`src/rtl/keypad_scan.sv`:
```
//------------------------------------------------------------------------------
// keypad_scan
//   Matrix keypad scanner with whole-frame debounce, ghost rejection and a
//   first-word-fall-through key-code FIFO.
//
//   Optional feature macro: KEYPAD_SCAN_REPEAT_EN (auto-repeat of a held key).
//
//   Ports:
//     clk         system clock
//     reset       synchronous, active-high reset
//     fila        row inputs, active-low
//     col         column drive, active-low one-hot
//     key_code    FIFO head code = row*COLS + column
//     key_valid   FIFO non-empty
//     key_ready   consumer pops the head when key_valid && key_ready
//     fifo_count  number of entries held
//     overflow    sticky flag: a press was dropped because the FIFO was full
//     key_held    debounced state has exactly one key down
//------------------------------------------------------------------------------
module keypad_scan #(
   parameter int ROWS          = 4,
   parameter int COLS          = 4,
   parameter int SCAN_DIV      = 500_000,
   parameter int DEBOUNCE      = 4,
   parameter int FIFO_DEPTH    = 4,
   parameter int REPEAT_FRAMES = 50
) (
   input  logic                            clk,
   input  logic                            reset,
   input  logic [ROWS-1:0]                 fila,
   output logic [COLS-1:0]                 col,
   output logic [$clog2(ROWS*COLS)-1:0]    key_code,
   output logic                            key_valid,
   input  logic                            key_ready,
   output logic [$clog2(FIFO_DEPTH):0]     fifo_count,
   output logic                            overflow,
   output logic                            key_held
);

   localparam int NK = ROWS * COLS;
   localparam int KW = $clog2(NK);
   localparam int CW = $clog2(COLS);
   localparam int DW = $clog2(SCAN_DIV);
   localparam int SW = $clog2(DEBOUNCE + 1);
   localparam int AW = $clog2(FIFO_DEPTH);
   localparam int NW = AW + 1;

   logic [DW-1:0] div_q, div_d;
   logic [CW-1:0] col_idx_q, col_idx_d;
   logic [NK-1:0] frame_q, frame_d;
   logic [NK-1:0] prev_q, prev_d;
   logic [NK-1:0] deb_q, deb_d;
   logic          frame_end_q, frame_end_d;
   logic [SW-1:0] stab_q, stab_d;
   logic [KW-1:0] mem_q [FIFO_DEPTH];
   logic [KW-1:0] mem_d [FIFO_DEPTH];
   logic [AW-1:0] wr_q, wr_d, rd_q, rd_d;
   logic [NW-1:0] count_q, count_d;
   logic          overflow_q, overflow_d;
   logic [KW-1:0] key_code_q, key_code_d;

   logic          press, repeat_push, push_req, pop, full, do_push;
   logic [KW-1:0] push_code;

   // Frame bit index is c*ROWS + r; the key code is r*COLS + c.
   function automatic logic [KW-1:0] code_of(input logic [NK-1:0] v);
      code_of = '0;
      for (int unsigned i = 0; i < NK; i++)
         if (v[i]) code_of = KW'((i % ROWS) * COLS + i / ROWS);
   endfunction

   // Scan divider, column stepping and frame capture
   always_comb begin
      div_d       = div_q + DW'(1);
      col_idx_d   = col_idx_q;
      frame_d     = frame_q;
      frame_end_d = 1'b0;
      if (div_q == DW'(SCAN_DIV - 1)) begin
         div_d = '0;
         frame_d[int'(col_idx_q) * ROWS +: ROWS] = ~fila;
         if (col_idx_q == CW'(COLS - 1)) begin
            col_idx_d   = '0;
            frame_end_d = 1'b1;
         end else begin
            col_idx_d = col_idx_q + CW'(1);
         end
      end
   end

   // Whole-frame debounce and press detection, one cycle after the frame ends
   always_comb begin
      prev_d = prev_q;
      stab_d = stab_q;
      deb_d  = deb_q;
      press  = 1'b0;
      if (frame_end_q) begin
         prev_d = frame_q;
         if (frame_q == prev_q) begin
            if (stab_q != SW'(DEBOUNCE)) stab_d = stab_q + SW'(1);
         end else begin
            stab_d = '0;
         end
         if (stab_d == SW'(DEBOUNCE)) begin
            deb_d = frame_q;
            // only a clean 0 -> 1 key transition counts; chords never push
            press = $onehot(frame_q) && (deb_q == '0);
         end
      end
   end

   assign key_held = $onehot(deb_q);

`ifdef KEYPAD_SCAN_REPEAT_EN
   localparam int RW = $clog2(REPEAT_FRAMES + 1);
   logic [RW-1:0] rep_q, rep_d;

   always_comb begin
      rep_d       = rep_q;
      repeat_push = 1'b0;
      if (frame_end_q) begin
         if ((deb_d != deb_q) || !key_held) begin
            rep_d = '0;
         end else if (rep_q + RW'(1) == RW'(REPEAT_FRAMES)) begin
            repeat_push = 1'b1;
            rep_d       = RW'(REPEAT_FRAMES / 2);
         end else begin
            rep_d = rep_q + RW'(1);
         end
      end
   end

   always_ff @(posedge clk) begin
      if (reset) rep_q <= '0;
      else       rep_q <= rep_d;
   end
`else
   assign repeat_push = 1'b0;
`endif

   // Key-code FIFO
   always_comb begin
      push_req   = press | repeat_push;
      push_code  = press ? code_of(frame_q) : code_of(deb_q);
      pop        = key_ready && (count_q != '0);
      full       = (count_q == NW'(FIFO_DEPTH));
      do_push    = push_req && (!full || pop);
      overflow_d = overflow_q | (push_req && full && !pop);
      mem_d      = mem_q;
      wr_d       = wr_q;
      rd_d       = rd_q;
      count_d    = count_q;
      key_code_d = key_code_q;
      if (do_push) begin
         mem_d[wr_q] = push_code;
         wr_d        = wr_q + AW'(1);
      end
      if (pop) rd_d = rd_q + AW'(1);
      if (do_push && !pop)      count_d = count_q + NW'(1);
      else if (pop && !do_push) count_d = count_q - NW'(1);
      // Registered head: bypass the incoming code when it lands at the new
      // read slot, otherwise hold the last code once the FIFO drains.
      if (count_d != '0)
         key_code_d = (do_push && (wr_q == rd_d)) ? push_code : mem_q[rd_d];
   end

   always_ff @(posedge clk) begin
      if (reset) begin
         div_q       <= '0;
         col_idx_q   <= '0;
         frame_q     <= '0;
         prev_q      <= '0;
         deb_q       <= '0;
         frame_end_q <= 1'b0;
         stab_q      <= '0;
         mem_q       <= '{default: '0};
         wr_q        <= '0;
         rd_q        <= '0;
         count_q     <= '0;
         overflow_q  <= 1'b0;
         key_code_q  <= '0;
      end else begin
         div_q       <= div_d;
         col_idx_q   <= col_idx_d;
         frame_q     <= frame_d;
         prev_q      <= prev_d;
         deb_q       <= deb_d;
         frame_end_q <= frame_end_d;
         stab_q      <= stab_d;
         mem_q       <= mem_d;
         wr_q        <= wr_d;
         rd_q        <= rd_d;
         count_q     <= count_d;
         overflow_q  <= overflow_d;
         key_code_q  <= key_code_d;
      end
   end

   assign col        = ~(COLS'(1) << col_idx_q);
   assign key_code   = key_code_q;
   assign key_valid  = (count_q != '0);
   assign fifo_count = count_q;
   assign overflow   = overflow_q;

endmodule

```
`config.mk`:
```
export PLATFORM = sky130hd
export DESIGN_NAME = keypad_scan
export DESIGN_NICKNAME = d
export VERILOG_FILES = /design/src/rtl/keypad_scan.sv
export SDC_FILE = /design/constraint.sdc
export NUM_CORES = 1
export LEC_CHECK = 0
export ABC_CLOCK_PERIOD_IN_PS = 14500
export CORE_ASPECT_RATIO = 1.5
export CORE_MARGIN = 3
export CORE_UTILIZATION = 64
export CTS_CLUSTER_SIZE = 30
export DETAILED_ROUTE_END_ITERATION = 10
export PLACE_DENSITY = 0.93
export SLEW_MARGIN = 20
export SYNTH_ARGS = -nofsm -noshare
export SYNTH_HDL_FRONTEND = slang
export SYNTH_SLANG_ARGS = --single-unit
export TNS_END_PERCENT = 1
```
`constraint.sdc`:
```
create_clock -name clk -period 14.5 [get_ports clk]
set_input_delay 1.45 -clock clk [delete_from_list [all_inputs] [get_ports clk]]
set_output_delay 1.45 -clock clk [all_outputs]
set_load 0.1 [all_outputs]
```
; ---- After elaboration in Yosys (flattened, before gate mapping)
; Cells that the tools add are included.
[classes]
n_bitwise = 6
muxes = 49
reduce_logical = 19
n_lt_le_gt_ge = 3
shifts = 3
add_sub_neg = 38
eq_ne = 9
[ops]
columns = operator, n
row1 = two-way mux 4 bit, 33
row2 = negation 4 -> 33 bit, 1
row3 = "variable shift 4 x 33 -> 16 bit, first input constant", 1
row4 = variable part select 4 x 33 -> 16 bit, 1
row5 = adder 1 x 1 -> 2 bit, 16
row6 = bitwise mux 16 bit, 2
row7 = adder 2 x 2 -> 3 bit, 8
row8 = two-way mux 3 bit, 7
row9 = "adder 19 x 1 -> 19 bit, second input constant", 1
row10 = "== test 19 bit, second input constant", 1
row11 = adder 3 x 3 -> 4 bit, 4
row12 = == test 16 bit, 1
row13 = zero test 16 bit, 1
row14 = adder 4 x 4 -> 5 bit, 2
row15 = "== test 5 x 1 -> 1 bit, second input constant", 2
row16 = logical AND 1 bit, 9
row17 = binary-select mux 4 bit (select 2 bit), 1
row18 = demux 4 bit (select 2 bit), 1
row19 = inverter 4 bit, 2
row20 = "adder 2 x 1 -> 2 bit, second input constant", 3
row21 = "adder 3 x 1 -> 3 bit, second input constant", 2
row22 = "== test 3 bit, second input constant", 2
row23 = "greater-or-equal comparator 3 bit, second input constant", 2
row24 = inverter 2 -> 3 bit, 2
row25 = other kinds (15), 22
[word_totals]
output_inout_bits = 14
elab_cells = 143
in_bits = 7
regBits = 101

; ---- Depth between registers and ports, before layout
; Gate-level depths: netlist of run 1.
[depth]
ltp_word = 17
ltp_mapped = 19
mapped_depth_nobuf = 18

; ---- Least setup slack after synthesis of run 1
; No wires, ideal clock.
[synth_path]
path_kind = register to output
start = register deb_q[11]
end = output key_held
slack_ns = 9.112
path_stages_with_launch = 13
n_path_buf = 0
t_required_ns = 13.050
arrival_time_ns = 3.938
path_cell_list = dfxtp_1 > fa_1 > inv_1 > fa_1 > inv_1 > fa_1 > inv_1 > fa_1 > inv_1 > ha_1 > fa_1 > o21ai_0 > and4b_1
[synth_between]
elab_chain_len = 5
[synth_rtl]
columns = item, line_no
row1 = start: declaration, 52  ; logic [NK-1:0] deb_q, deb_d;
row2 = start signal: assignment, 172  ; deb_q <= '0;
row3 = start signal: assignment, 186  ; deb_q <= deb_d;
row4 = adder 1 x 1 -> 2 bit (not written as such), 111  ; assign key_held = $onehot(deb_q);
row5 = adder 2 x 2 -> 3 bit (not written as such), 111
row6 = adder 3 x 3 -> 4 bit (not written as such), 111
row7 = adder 4 x 4 -> 5 bit (not written as such), 111
row8 = == test 5 x 1 -> 1 bit, 111
row9 = end: declaration, 37  ; output logic key_held
; Every way passes these cells.

; ---- Worst setup path after layout of run 1
; Same ends and word-level chain as after synthesis.

==> flow_summary.toml, run 1 <==
[cells_and_area]
drive_gt1_share_pct = 4.83
layout.nets = 691
instances_no_fill = 747
total_area_of_multi_input_combinational_cells_sq_um = 3110
postLayoutCoreUtil_pct = 73.9
areaGrowthSynthToFinish_pct = 9.98
diodes = 0
register_area_sq_um = 2020
most_frequent_standard_cell_in_the_layout_excluding_fill_and_tap_cells = "nor2_1"
nFillCells = 556
mostFrequentLayoutCells = "108 x nor2_1, 101 x dfxtp_1, 66 x inv_1, 44 x a21oi_1"
stdcell_area_sq_um = 6030

[yosys]
ys_async_sr_fraction_pct = 0
synth_warnings = 0
portion_of_the_post_synthesis_area_used_by_sequential_elements_pct = 36.9
yosys.area.top_type_share_pct = 36.9
synth.avg_cell_area_sq_um = 8.69
synth_area_leader_cell = "dfxtp_1"
syn-instance-count = 631
yosys-top-cells-area = "dfxtp_1 37%, nor2_1 7.4%, fa_1 7.3%, ha_1 6.2%, mux2i_1 5.3%"
synth_fp_nets = 685
post_synth_instance_area_sq_um = 5480
postSynthRegisterBits = 101
yosys.cell_types.count = 49
synth_ff_type = "dfxtp_1"
synth-edff-count = 0

[cts]
numClockSinks = 101
cts.repair.resized = 0
insertion_delay_ps = 350
cts_tree = "yes"
cts-hold-fix-buffers = 0
cts_htree_levels = 3
worst_setup_hold_path_clk_slew_ps = 70
cts_post_setup_buffers_inserted = 0
clk_root_buffer_cell = "clkbuf_16"
ctsLongestPathBuffers = 2
numCtsBuffers = 9

[floorplan]
die_width_microns = 81.6
initial_core_util_pct = 67.2
die_footprint_sq_um = 9730
floorplan.die.height_microns = 119
fp-row-count = 40
ios = 21
floorplan_core_area_sq_um = 8160

[place]
placed_area_sq_um = 5720
placement.io_buffers = 20
gp_congestion = 0.953
dpl.hpwl_mm = 8.87
place_inst = 731

[power_and_ir_drop]
pwr_density_cell_nw_per_um2 = 122
power.leakage_nw = 2.43
power.ir.vdd_worst_v = 0.000129

[sta]
min_period_ps = 6420
fin_max_slew_vios = 0
slew_headroom_pct = 27.9
fmax_mhz = 156
final-hold-violation-count = 0
worst_clock_skew_on_the_final_layout_ps = 8.66
unrepaired_setup_endpoints_after_global_routing = "false"
worst_pin_slew_ps = 1080
finalSetupViolations = 0
period_share_pct = 44.3
fin_setup_tns_ps = 0
hold-worst-slack_ps = 451

[outcome]
run_status = "complete, no violations"

[setup_path]
critPathLaunchType = "flop"
arrival_time_reported_for_the_critical_path_endpoint_ps = 4970
path_max_fanout = 3
critical_path.endpoint_type = "output pin"
crit_required_ps = 13050
timing.setup.critical_path_class = "flop to output pin"

[route]
detailedRoute.firstPassIterationCount = 5
routedWlPerCell_microns = 16.6
antenna_violating_nets_post_route = 0
vias_per_cell = 5.96
drtIter0Drc = 267
drcViolationCount = 0
finalWirelength_mm = 12.4
detailroute.via_count = 4449

[grt]
grt.total_usage_pct = 27.4
antenna_violations_before_repair = 0
grt_first_pass_wirelength_mm = 20.8
grt_start_max_net_pins = 86
first_global_vias = 4515
globalRoute.totalOverflow = 0

[min_path]
worst_hold_path_type = "flop to flop"

[flow_run]
drv.max_cap_violation_count = 0
[cells in the mapped netlist (6+ instances only)]
library cell	instances
a211oi_1	16
a21oi_1	44
and2_1	7
clkbuf_1	20
dfxtp_1	101
fa_1	20
ha_1	27
inv_1	66
mux2i_1	29
nand2_1	26
nand2b_1	6
nand3_1	13
nand4_1	10
nor2_1	108
nor3_1	22
nor4_1	12
o21ai_0	10
or3_1	6
xor2_1	29
[final cells by class]
| cell class | count | area share [%] |
|---|---|---|
| clock buffer | 9 | 3.74 |
| clock inverter | 7 | 1.39 |
| inverter | 66 | 4.11 |
| multi-input combinational | 437 | 51.5 |
| sequential | 101 | 33.5 |
| tap | 105 | 2.18 |
| timing repair buffer | 22 | 3.49 |
[state kept, by name, summed over array words and instances (netlist names), 2 cells and up]
register    count
div_q          19
deb_q          16
frame_q        16
mem_q          16
prev_q         16
key_code        4
fifo_count      3
stab_q          3
col_idx_q       2
rd_q            2
wr_q            2
[critical path: stages (launching register included)]
cell,delay (ps)
dfxtp_1,340
fa_1,540
inv_1,50
fa_1,470
inv_1,50
fa_1,470
inv_1,50
fa_1,480
inv_1,40
ha_1,200
fa_1,390
o21ai_0,190
and4b_1,220
clkdlybuf4s50_1,1130
[power breakdown]
part           total, mW  switching [mW]  internal, mW  leakage, nW
Sequential         0.297         0.00907         0.288        0.815
Clock              0.249           0.112         0.137        0.148
Combinational      0.188           0.133        0.0552         1.47
[cell families after synthesis]
family / share of synthesized area [%]
muxes: 7.15
adders and majority gates: 13.5
buffers and inverters: 6.42
DFF: 36.9
AOI/OAI and AO/OA: 10.0
and+or+nand+nor: 20.6
xor gates and xnor gates: 5.43
[per-stage QoR]
stage | worst slack, ps | total power, mW
after global routing | 7860 | 0.759
final | 8080 | 0.733
after detailed placement | 8420 | 0.490
after floorplan | 9110 | 0.449
after CTS | 8040 | 0.735
after global placement | 8590 | 0.483
[path summary, 6_finish.rpt]
| path | from | to | slack (ps) | cells after the start |
|---|---|---|---|---|
| min reg2reg | div_q[0]$_SDFF_PP0_ | div_q[0]$_SDFF_PP0_ | 450 | 1 |
| min | div_q[0]$_SDFF_PP0_ | div_q[0]$_SDFF_PP0_ | 450 | 1 |
| max reg2reg | frame_q[9]$_SDFFE_PP0P_ | key_code[1]$_SDFFE_PP0P_ | 8630 | 18 |
| max | deb_q[11]$_SDFFE_PP0P_ | key_held | 8080 | 13 |
[per-layer routing]
| layer | GRT usage (%) | routed length [microns] | vias to the layer above |
|---|---|---|---|
| met3 | 5.45 | 432 | 41 |
| met1 | 30.1 | 4800 | 2152 |
| li1 | - | - | 2139 |
| met5 | 0 | 0 | - |
| met4 | 13.7 | 520 | 0 |
| met2 | 48.4 | 6670 | 117 |
(Power assumes the default switching activity.)
==> run 2, diff against run 1 <==
--- a/config.mk
+++ b/config.mk
@@ -5,13 +5,13 @@
 export SDC_FILE = /design/constraint.sdc
 export NUM_CORES = 1
 export LEC_CHECK = 0
-export ABC_CLOCK_PERIOD_IN_PS = 14500
+export ABC_CLOCK_PERIOD_IN_PS = 6500
 export CORE_ASPECT_RATIO = 1.5
 export CORE_MARGIN = 3
-export CORE_UTILIZATION = 64
+export CORE_UTILIZATION = 61
 export CTS_CLUSTER_SIZE = 30
 export DETAILED_ROUTE_END_ITERATION = 10
-export PLACE_DENSITY = 0.93
+export PLACE_DENSITY = 0.9
 export SLEW_MARGIN = 20
 export SYNTH_ARGS = -nofsm -noshare
 export SYNTH_HDL_FRONTEND = slang
==> constraint.sdc (replaced) <==
create_clock -name clk -period 6.5 [get_ports clk]
set_input_delay 0.65 -clock clk [delete_from_list [all_inputs] [get_ports clk]]
set_output_delay 0.65 -clock clk [all_outputs]
set_load 0.1 [all_outputs]
==> run 2 against run 1 <==
First-iteration DRC count increased by 23%; setup slack got worse by 7300 ps; global-route usage down 1.7 points; non-clock buffer count unchanged; clock skew down 0.71 ps; via count decreased by 0.43%; clock power grew 110%; utilization is 3.7 points lower; register-to-register slack worse by 7900 ps; power up 120%; critical path type is now flop to flop; largest cell class unchanged; largest power group unchanged.
==> flow_summary.toml, run 2 (same netlist as run 1, synthesis figures left out) <==
[outcome]
run_status = "complete, no violations"

[grt]
first_global_vias = 4579
grt.total_usage_pct = 25.7
grt_start_max_net_pins = 86
antenna_violations_before_repair = 0
globalRoute.totalOverflow = 0
grt_first_pass_wirelength_mm = 20.8

[cells_and_area]
nFillCells = 614
max_flop_register = "div_q"
layout.nets = 691
diodes = 0
areaGrowthSynthToFinish_pct = 9.66
mostFrequentLayoutCells = "108 x nor2_1, 101 x dfxtp_1, 66 x inv_1, 44 x a21oi_1"
most_frequent_standard_cell_in_the_layout_excluding_fill_and_tap_cells = "nor2_1"
largest_register_ffs = 19
drive_gt1_share_pct = 4.67

[floorplan]
initial_core_util_pct = 64.0
ios = 21
fp-row-count = 41
die_width_microns = 83.4
die_footprint_sq_um = 10200
floorplan_core_area_sq_um = 8570
floorplan.die.height_microns = 122

[sta]
postLayoutSetupSlackWorst_ps = 761
period_share_pct = 88.3
fmax_mhz = 174
slew_headroom_pct = 30.3
worst_pin_slew_ps = 1050
min_period_ps = 5740
fin_max_slew_vios = 0
unrepaired_setup_endpoints_after_global_routing = "false"
fin_setup_tns_ps = 0
worst_clock_skew_on_the_final_layout_ps = 7.95
final-hold-violation-count = 0
finalSetupViolations = 0

[setup_path]
critical-path-max-stage-delay_ps = 550
rrSetupSlack_ps = 760
crit_required_ps = 6700
critPathLaunchType = "flop"
crit-reg2reg-capture = "key_code[2]$_SDFFE_PP0P_"
critical_path.endpoint_type = "flop"
timing.setup.critical_path_class = "flop to flop"
worstReg2RegStart = "frame_q[5]$_SDFFE_PP0P_"
cp_cell_sequence = "inv_1 > fa_1 > inv_1 > fa_1 > fa_1 > inv_1 > fa_1 > inv_1 > ha_1 > fa_1 > nor4b_1 > nand4_1 > or3_1 > nor4_1 > a211oi_1 > a221oi_2 > and2_4 > a211oi_1"
worstPathBufferInverterCount = 4
worst_path_dominant_cell_family = "adder cells"
path_max_fanout = 6
crit_top_cell = "fa_1"
critical-path-slowest-cell = "fa_1"
r2r_cells = 18
arrival_time_reported_for_the_critical_path_endpoint_ps = 5930

[place]
dpl.hpwl_mm = 8.94
gp_congestion = 0.918
placement.io_buffers = 20
post-place-ws_ps = 823

[route]
antenna_violating_nets_post_route = 0
detailedRoute.firstPassIterationCount = 4
finalWirelength_mm = 12.3
detailroute.via_count = 4430
routedWlPerCell_microns = 16.4
drcViolationCount = 0
vias_per_cell = 5.91
drtIter0Drc = 329

[cts]
worst_setup_hold_path_clk_slew_ps = 70
ctsLongestPathBuffers = 2
insertion_delay_ps = 350
numClockSinks = 101
numCtsBuffers = 9
cts_tree = "yes"
cts_post_setup_buffers_inserted = 0
cts_htree_levels = 3
cts.repair.resized = 0
clk_root_buffer_cell = "clkbuf_16"
cts-hold-fix-buffers = 0

[power_and_ir_drop]
pwr_density_cell_nw_per_um2 = 267
combPwrFrac_pct = 26.4
power.net_switching_mw = 0.556
power_frac_clock_pct = 32.2
power_report.internal_total_mw = 1.05
sequentialPowerShare_pct = 41.4
swShare_pct = 34.7
power.ir.vdd_worst_v = 0.000261
power.leakage_nw = 2.42

[min_path]
hold-path-cell-count = 1
hold_start = "div_q[0]$_SDFF_PP0_"
hold-path-endpoint = "div_q[0]$_SDFF_PP0_"
worst_hold_path_type = "flop to flop"

[flow_run]
drv.max_cap_violation_count = 0
==> run 2: how the worst max path moves through the flow <==
stage,from,endpoint,cells past startpoint
6_report,frame_q[5]$_SDFFE_PP0P_,key_code[2]$_SDFFE_PP0P_,18
5_1_grt,frame_q[5]$_SDFFE_PP0P_,key_code[2]$_SDFFE_PP0P_,18
4_1_cts,frame_q[5]$_SDFFE_PP0P_,key_code[0]$_SDFFE_PP0P_,18
3_5_place_dp,frame_q[5]$_SDFFE_PP0P_,key_code[0]$_SDFFE_PP0P_,18
3_3_place_gp,frame_q[5]$_SDFFE_PP0P_,key_code[1]$_SDFFE_PP0P_,18
2_1_floorplan,frame_q[5]$_SDFFE_PP0P_,key_code[0]$_SDFFE_PP0P_,18
==> run 2: per-stage QoR <==
step / util [%] / instances / hold WS (ps) / area (sq um) / power, mW
4_1_cts: 70.1 / 749 / 479 / 6010 / 1.61
3_3_place_gp: 66.8 / 733 / 430 / 5720 / 1.08
6_report: 70.1 / 749 / 468 / 6010 / 1.60
2_1_floorplan: - / 631 / 418 / 5480 / 1.00
3_5_place_dp: 66.8 / 733 / 469 / 5720 / 1.10
5_1_grt: 70.1 / 749 / 493 / 6010 / 1.66
==> run 2: worst register-to-register path: stages (launching register included) <==
cell,delay (ps)
dfxtp_1,390
inv_1,130
fa_1,550
inv_1,50
fa_1,460
fa_1,520
inv_1,50
fa_1,480
inv_1,40
ha_1,210
fa_1,480
nor4b_1,270
nand4_1,120
or3_1,410
nor4_1,500
a211oi_1,210
a221oi_2,390
and2_4,260
a211oi_1,70
==> run 2: layer usage <==
layer / wire length (microns) / share of wire (%) / global-route usage, % / vias to the layer above
li1: - / - / - / 2151
met1: 4770 / 39 / 27.2 / 2125
met2: 6600 / 54 / 47.8 / 117
met3: 410 / 3.3 / 5.28 / 37
met4: 471 / 3.8 / 13.0 / 0
met5: 0 / 0 / 0 / -
==> run 2: power by group through the flow <==
stage	Combinational, mW	Sequential (mW)	Clock [mW]
global route	0.448	0.667	0.546
detailed placement	0.418	0.677	0
floorplan	0.195	0.807	0
global placement	0.404	0.677	0
finish	0.423	0.664	0.516
CTS	0.422	0.663	0.523
==> run 2: final cells by class <==
cell class	instances	area [sq um]	area share, %
Clock buffer	12	256	4.27
Multi-Input combinational cell	437	3110	51.7
Sequential cell	101	2020	33.6
Timing Repair Buffer	22	210	3.50
Inverter	66	248	4.12
Tap cell	107	134	2.23
Clock inverter	4	32.5	0.541
